### config.mk
export PLATFORM = sky130hd
export DESIGN_NAME = cgra_kernel_launcher
export DESIGN_NICKNAME = d
export VERILOG_FILES = /design/src/rtl/cgra_ctrl_pkg.sv /design/src/rtl/sync2.sv /design/src/rtl/cgra_kernel_launcher.sv
export SDC_FILE = /design/constraint.sdc
export NUM_CORES = 1
export LEC_CHECK = 0
export ABC_AREA = 1
export ABC_CLOCK_PERIOD_IN_PS = 2900
export BUFFER_PORTS_ARGS = -buffer_cell sky130_fd_sc_hd__clkbuf_2
export CAP_MARGIN = 20
export CORE_MARGIN = 2
export CORE_UTILIZATION = 36
export DETAILED_ROUTE_END_ITERATION = 7
export SETUP_SLACK_MARGIN = 0.5
export SLEW_MARGIN = 30
export SYNTH_ARGS = -nofsm -noshare
export SYNTH_HDL_FRONTEND = slang
export SYNTH_SLANG_ARGS = --single-unit
export TNS_END_PERCENT = 50
### constraint.sdc
create_clock -name Clk -period 2.9 [get_ports Clk]
set_input_delay 0.29 -clock Clk [delete_from_list [all_inputs] [get_ports Clk]]
set_output_delay 0.29 -clock Clk [all_outputs]
set_load 0.02 [all_outputs]
### src/rtl/cgra_ctrl_pkg.sv
// Shared definitions for the CGRA host-side control blocks.
//   launch_state_e : kernel launcher FSM encoding
//   CWIDTH_DEF     : default cycle counter / timeout width
//   NWIDTH_DEF     : default iteration count width
package cgra_ctrl_pkg;

    localparam int CWIDTH_DEF = 32;
    localparam int NWIDTH_DEF = 16;

    typedef enum logic [2:0] {
        ST_IDLE     = 3'd0,
        ST_PRECHECK = 3'd1,
        ST_ASSERT   = 3'd2,
        ST_RELEASE  = 3'd3,
        ST_FINISH   = 3'd4
    } launch_state_e;

endpackage

### src/rtl/sync2.sv
// Two-flop synchronizer for a single asynchronous status bit.
//   clk   : destination clock
//   rst_n : asynchronous active-low reset, clears both flops
//   d     : asynchronous input
//   q     : synchronized output (two destination cycles of latency)
module sync2 (
    input  logic clk,
    input  logic rst_n,
    input  logic d,
    output logic q
);

    logic meta;

    always_ff @(posedge clk or negedge rst_n) begin
        if (!rst_n) begin
            meta <= 1'b0;
            q    <= 1'b0;
        end else begin
            meta <= d;
            q    <= meta;
        end
    end

endmodule

### src/rtl/cgra_kernel_launcher.sv
// Host-side initiator for the CGRA start/done four-phase handshake.
// Runs Iter_Count back-to-back kernel invocations per accepted launch.
//   Clk, Resetn        : clock, asynchronous active-low reset
//   Launch_Req         : one-cycle batch request (ignored while Busy)
//   Abort              : level, cancels the running batch
//   Iter_Count         : invocations per batch, sampled at launch
//   Timeout_Cycles     : per-phase timeout, 0 disables, sampled at launch
//   Computation_Start  : handshake request to the CGRA
//   Computation_Done   : handshake acknowledge from the CGRA (asynchronous)
//   Busy, Launch_Done  : batch in progress / one-cycle end-of-batch pulse
//   Error              : sticky timeout/abort flag, cleared on next launch
//   Iter_Done          : invocations completed in current/last batch
//   Cycle_Count        : Busy cycles in current/last batch, saturating
module cgra_kernel_launcher
    import cgra_ctrl_pkg::*;
#(
    parameter int CWIDTH = CWIDTH_DEF,
    parameter int NWIDTH = NWIDTH_DEF
) (
    input  logic              Clk,
    input  logic              Resetn,
    input  logic              Launch_Req,
    input  logic              Abort,
    input  logic [NWIDTH-1:0] Iter_Count,
    input  logic [CWIDTH-1:0] Timeout_Cycles,
    output logic              Computation_Start,
    input  logic              Computation_Done,
    output logic              Busy,
    output logic              Launch_Done,
    output logic              Error,
    output logic [NWIDTH-1:0] Iter_Done,
    output logic [CWIDTH-1:0] Cycle_Count
);

    launch_state_e     state;
    logic [NWIDTH-1:0] iter_lat;
    logic [CWIDTH-1:0] tmo_lat;
    logic [CWIDTH-1:0] phase_tmr;
    logic [NWIDTH-1:0] iter_inc;
    logic              done_s;
    logic              in_phase;
    logic              tmo_hit;
    logic              phase_kill;

    sync2 u_done_sync (
        .clk   (Clk),
        .rst_n (Resetn),
        .d     (Computation_Done),
        .q     (done_s)
    );

    assign in_phase   = (state == ST_PRECHECK) || (state == ST_ASSERT) ||
                        (state == ST_RELEASE);
    // phase_tmr counts cycles already spent in the current state, so the
    // timeout fires on the edge that completes the tmo_lat-th cycle.
    assign tmo_hit    = (tmo_lat != '0) && (phase_tmr == tmo_lat - CWIDTH'(1));
    assign phase_kill = in_phase && (Abort || tmo_hit);
    assign iter_inc   = Iter_Done + NWIDTH'(1);

    always_ff @(posedge Clk or negedge Resetn) begin
        if (!Resetn) begin
            state             <= ST_IDLE;
            iter_lat          <= '0;
            tmo_lat           <= '0;
            phase_tmr         <= '0;
            Computation_Start <= 1'b0;
            Busy              <= 1'b0;
            Launch_Done       <= 1'b0;
            Error             <= 1'b0;
            Iter_Done         <= '0;
            Cycle_Count       <= '0;
        end else begin
            Launch_Done <= 1'b0;
            if (Busy && (Cycle_Count != '1))
                Cycle_Count <= Cycle_Count + CWIDTH'(1);

            if (phase_kill) begin
                Error             <= 1'b1;
                Computation_Start <= 1'b0;
                Launch_Done       <= 1'b1;
                state             <= ST_FINISH;
            end else begin
                case (state)
                    ST_IDLE: begin
                        if (Launch_Req) begin
                            iter_lat    <= Iter_Count;
                            tmo_lat     <= Timeout_Cycles;
                            Iter_Done   <= '0;
                            Cycle_Count <= '0;
                            Error       <= 1'b0;
                            Busy        <= 1'b1;
                            phase_tmr   <= '0;
                            if (Iter_Count == '0) begin
                                Launch_Done <= 1'b1;
                                state       <= ST_FINISH;
                            end else begin
                                state <= ST_PRECHECK;
                            end
                        end
                    end
                    // Stale Done from a previous run must clear before the
                    // first request, or it would read as an instant ack.
                    ST_PRECHECK: begin
                        if (!done_s) begin
                            Computation_Start <= 1'b1;
                            phase_tmr         <= '0;
                            state             <= ST_ASSERT;
                        end else begin
                            phase_tmr <= phase_tmr + CWIDTH'(1);
                        end
                    end
                    ST_ASSERT: begin
                        if (done_s) begin
                            Computation_Start <= 1'b0;
                            phase_tmr         <= '0;
                            state             <= ST_RELEASE;
                        end else begin
                            phase_tmr <= phase_tmr + CWIDTH'(1);
                        end
                    end
                    ST_RELEASE: begin
                        if (!done_s) begin
                            Iter_Done <= iter_inc;
                            phase_tmr <= '0;
                            if (iter_inc == iter_lat) begin
                                Launch_Done <= 1'b1;
                                state       <= ST_FINISH;
                            end else begin
                                Computation_Start <= 1'b1;
                                state             <= ST_ASSERT;
                            end
                        end else begin
                            phase_tmr <= phase_tmr + CWIDTH'(1);
                        end
                    end
                    ST_FINISH: begin
                        Busy  <= 1'b0;
                        state <= ST_IDLE;
                    end
                    default: begin
                        Busy              <= 1'b0;
                        Computation_Start <= 1'b0;
                        state             <= ST_IDLE;
                    end
                endcase
            end
        end
    end

endmodule

==> summary.txt <==
Clock tree
  • Clock Pin Slew Worst Setup and Hold Paths: 0.06 ns
  • Total CTS buffers: 17
  • CTS tree: done
  • Root Buffer: clkbuf_16
  • Clk sink count: 137
  • Htree depth: 4
  • Clock Tree Buf Depth: 2
  • Worst skew pair latency: 0.43 ns

Synth
  • Unique masters post-synth: 41
  • Sequential area share after synthesis: 0.374
  • Cell taking the most area after synthesis: dfrtp_1
  • Fraction of registers with async set/reset: 1.00
  • YS warnings: 0
  • Cells after Synth: 1323
  • Post-synth EDFFs: 0
  • Top FF cell, synth: dfrtp_1
  • Synth cell count leaders: nand2_1, nor2_1, dfrtp_1, inv_1, o21ai_0
  • Synth top area cells: dfrtp_1, nand2_1, nor2_1
  • XOR/XNOR Fraction of Synth Area: 0.0894
  • Top cell type's share of synthesized area: 0.374
  • Mapped Nets: 1380
  • Synthesized area: 9180 µm²
  • Synth Area in Compound Gates: 0.0901
  • Multiplexer area fraction after synthesis: 0
  • Synth Register Bits: 137
  • Largest family of logic cells by synthesized area: simple AND/OR/NAND/NOR gates
  • Adder-Cell Fraction of Synth Area: 0.00545
  • Syn avg cell area: 6.94 µm²
  • Synth Area in Simple Gates: 0.368
  • Most instantiated library cell after synthesis: nand2_1

Route
  • Vias per inst: 5.02
  • Routed length per instance: 15.8 µm
  • Remaining antenna violation count: 0
  • Vias: 9087
  • Drt pass-1 iters: 5
  • DR iter-0 viols: 736
  • Drt total wl: 28500 µm
  • Drc violations: 0

Place
  • DPL Wire Length: 20400 µm
  • Port bufs: 104
  • Pre-CTS setup slack: 0.0470 ns
  • Dpl cell area: 10200 µm²
  • RD Place Congestion: 0.899

Worst setup path
  • Crit-path slowest cell: dfrtp_1
  • WS Path Type: reg -> reg
  • Worst path required time: 3.21 ns
  • CP Launch Type: flip-flop
  • Top cell by count, worst path: nand2_1
  • Setup crit end kind: flip-flop
  • Max incr delay on CP: 0.38 ns
  • Crit-path cells: inv_2, ha_4, nand2_4, nor2_4, buf_4, buf_6, nand3_2, nand2_1, nand2_1, nand2_1, nand2_1, nor2_1, nand2_1, nor2_2, nand2_2, nand2_4, nand2_8, nand2_8, nor2_4, buf_12, clkbuf_16, nand2_2, o21ai_2
  • CP arrival: 3.11 ns
  • Critical-path maximum fanout: 11

STA
  • Slew Limit Headroom: 0.452
  • Worst Setup Slack, final: 0.104 ns
  • Slew @ Worst Pin: 0.822 ns
  • Max Fclk: 358 MHz
  • Final Max Tran Viols: 0
  • Final period utilization: 0.964
  • Clk_skew: 0.0160 ns
  • Hold Vio Cnt, Final: 0
  • Final setup fails: 0
  • RSZ-0062 raised after global routing: true
  • Final Critical Period: 2.80 ns

Run status
  • Outcome: finished clean

Floorplan
  • Number of I/O pins: 105
  • Placeable Area: 25100 µm²
  • Initial Util: 0.366
  • Die area: 26800 µm²
  • Die width: 164 µm
  • Row cnt: 58
  • Die H: 164 µm

Final layout
  • Area Growth Syn to Fin: 26.4%
  • Layout Nets: 1523
  • Footprint of the multi-input gates: 5500 µm²
  • Diodes inserted: 0
  • Final instance area: 11600 µm²
  • Final Util: 0.462
  • Fraction of layout cells with a size suffix above 1: 0.220
  • Register area: 3430 µm²
  • Layout filler cell count: 2565

Global route
  • Largest net degree at the start of global routing: 83
  • Overall routing resource usage: 0.214
  • Global-route wire length before repair: 45100 µm
  • Initial antenna violation count: 0
  • Number of global-route vias before repair: 8770
  • Grt total ovfl: 0

Worst hold path
  • Hold Crit Class: in -> reg

Power
  • Clock power frac: 0.233
  • Switching Share: 0.439
  • Register share of total power: 0.296
  • P_leak: 5.33 nW
  • Pwr/cell area: 837 nW/µm²
  • Switching power: 4.26 mW
  • Peak VDD IR: 0.515 mV
  • Comb pwr share: 0.471
  • Cell Int Power: 5.44 mW

Flow run
  • Max-Cap Viols: 0
-- power groups by stage --
stage	Clock (mW)	Combinational, mW	Sequential, mW
after floorplan	0	2.47	2.78
after global placement	0	3.43	2.87
after detailed placement	0	3.49	2.86
after CTS	2.31	3.97	2.86
after global routing	2.37	5.04	2.93
final	2.26	4.57	2.87
-- worst paths after layout --
path	from	to	slack, ns	cells after the start
worst max-delay path	tmo_lat[0]$_DFFE_PN0P_	phase_tmr[25]$_DFFE_PN0P_	0.10	23
worst min register to register	u_done_sync.meta$_DFF_PN0_	u_done_sync.q$_DFF_PN0_	0.35	0
worst min-delay path	Timeout_Cycles[3]	tmo_lat[3]$_DFFE_PN0P_	0.07	3
max in group asynchronous	Resetn	tmo_lat[22]$_DFFE_PN0P_	1.64	3
min in group asynchronous	Resetn	Cycle_Count[11]$_DFF_PN0_	0.47	2
worst max register to register	tmo_lat[0]$_DFFE_PN0P_	phase_tmr[25]$_DFFE_PN0P_	0.10	23
-- placed cells by master (no fill, tap or decap), types with 4 or more instances in the layout --
cell type	instances
nand2_1	363
nor2_1	168
dfrtp_1	135
inv_1	125
clkbuf_2	103
nand3_1	67
xor2_1	63
o21ai_0	57
nor3_1	35
buf_4	35
nand2_2	31
xnor2_1	28
o21ai_2	26
o31ai_1	25
nand2_4	22
nand4_1	21
o21ai_1	21
clkbuf_16	21
nor2_2	18
nor2_4	14
nor4_1	12
a21oi_1	8
buf_12	7
inv_2	6
nand3b_1	6
inv_6	5
buf_6	5
inv_8	4
-- cell families (layout without fill, tap and decap cells) --
kind of cell,after synthesis,after routing
AND/OR/NAND/NOR,778,778
flip-flops,137,137
AO/OA/AOI/OAI,144,144
XOR/XNOR,92,92
buffers and inverters,168,324
adder cells (fa/ha/maj),4,4
-- per-layer routing --
| metal | routed length (µm) | vias up | GRT usage |
|---|---|---|---|
| met4 | 463 | 0 | 0.0634 |
| met5 | 0 | - | 0 |
| met3 | 1630 | 29 | 0.0330 |
| met1 | 13400 | 4249 | 0.301 |
| li1 | - | 4524 | - |
| met2 | 13100 | 285 | 0.340 |
-- critical path, delay by kind of cell, from the launching register on --
family | cells | cell delay (ns)
compound gates | 1 | 0.05
buf+inv | 5 | 0.71
simple gates | 16 | 1.35
flops | 1 | 0.38
fa+ha+maj | 1 | 0.18
-- registers in the layout (all words and copies together) (netlist names) --
name               cells
Busy                   1
Computation_Start      1
Cycle_Count           32
Error                  1
Iter_Done             16
Launch_Done            1
iter_lat              16
phase_tmr             32
state                  3
tmo_lat               32
u_done_sync.meta       1
u_done_sync.q          1
-- per-stage QoR --
stage | hold WS (ns) | power (mW) | instances | TNS, ns
after floorplan | -0.00559 | 5.25 | 1323 | 0
after global placement | 0.335 | 6.30 | 1742 | 0
after detailed placement | 0.339 | 6.35 | 1742 | 0
after CTS | 0.0599 | 9.14 | 1794 | 0
after global routing | 0.0802 | 10.3 | 1809 | -1.53
final | 0.0715 | 9.70 | 1809 | 0
-- repair_timing --
item,in CTS,in global routing
cloned,2,4
resized for setup,33,103
setup endpoints to repair,59,71
setup buffers,16,11
pin swaps,10,21
hold buffers,2,0
hold endpoints to repair,82,0
-- layout make-up --
cell class	count	area share
Timing Repair Buffer	158	0.0991
Multi-Input combinational cell	1018	0.474
Sequential cell	137	0.296
Clock buffer	17	0.0367
Clock inverter	15	0.0153
Inverter	134	0.0434
Tap cell	330	0.0356
Note: power is estimated with default switching activity, not from simulation.
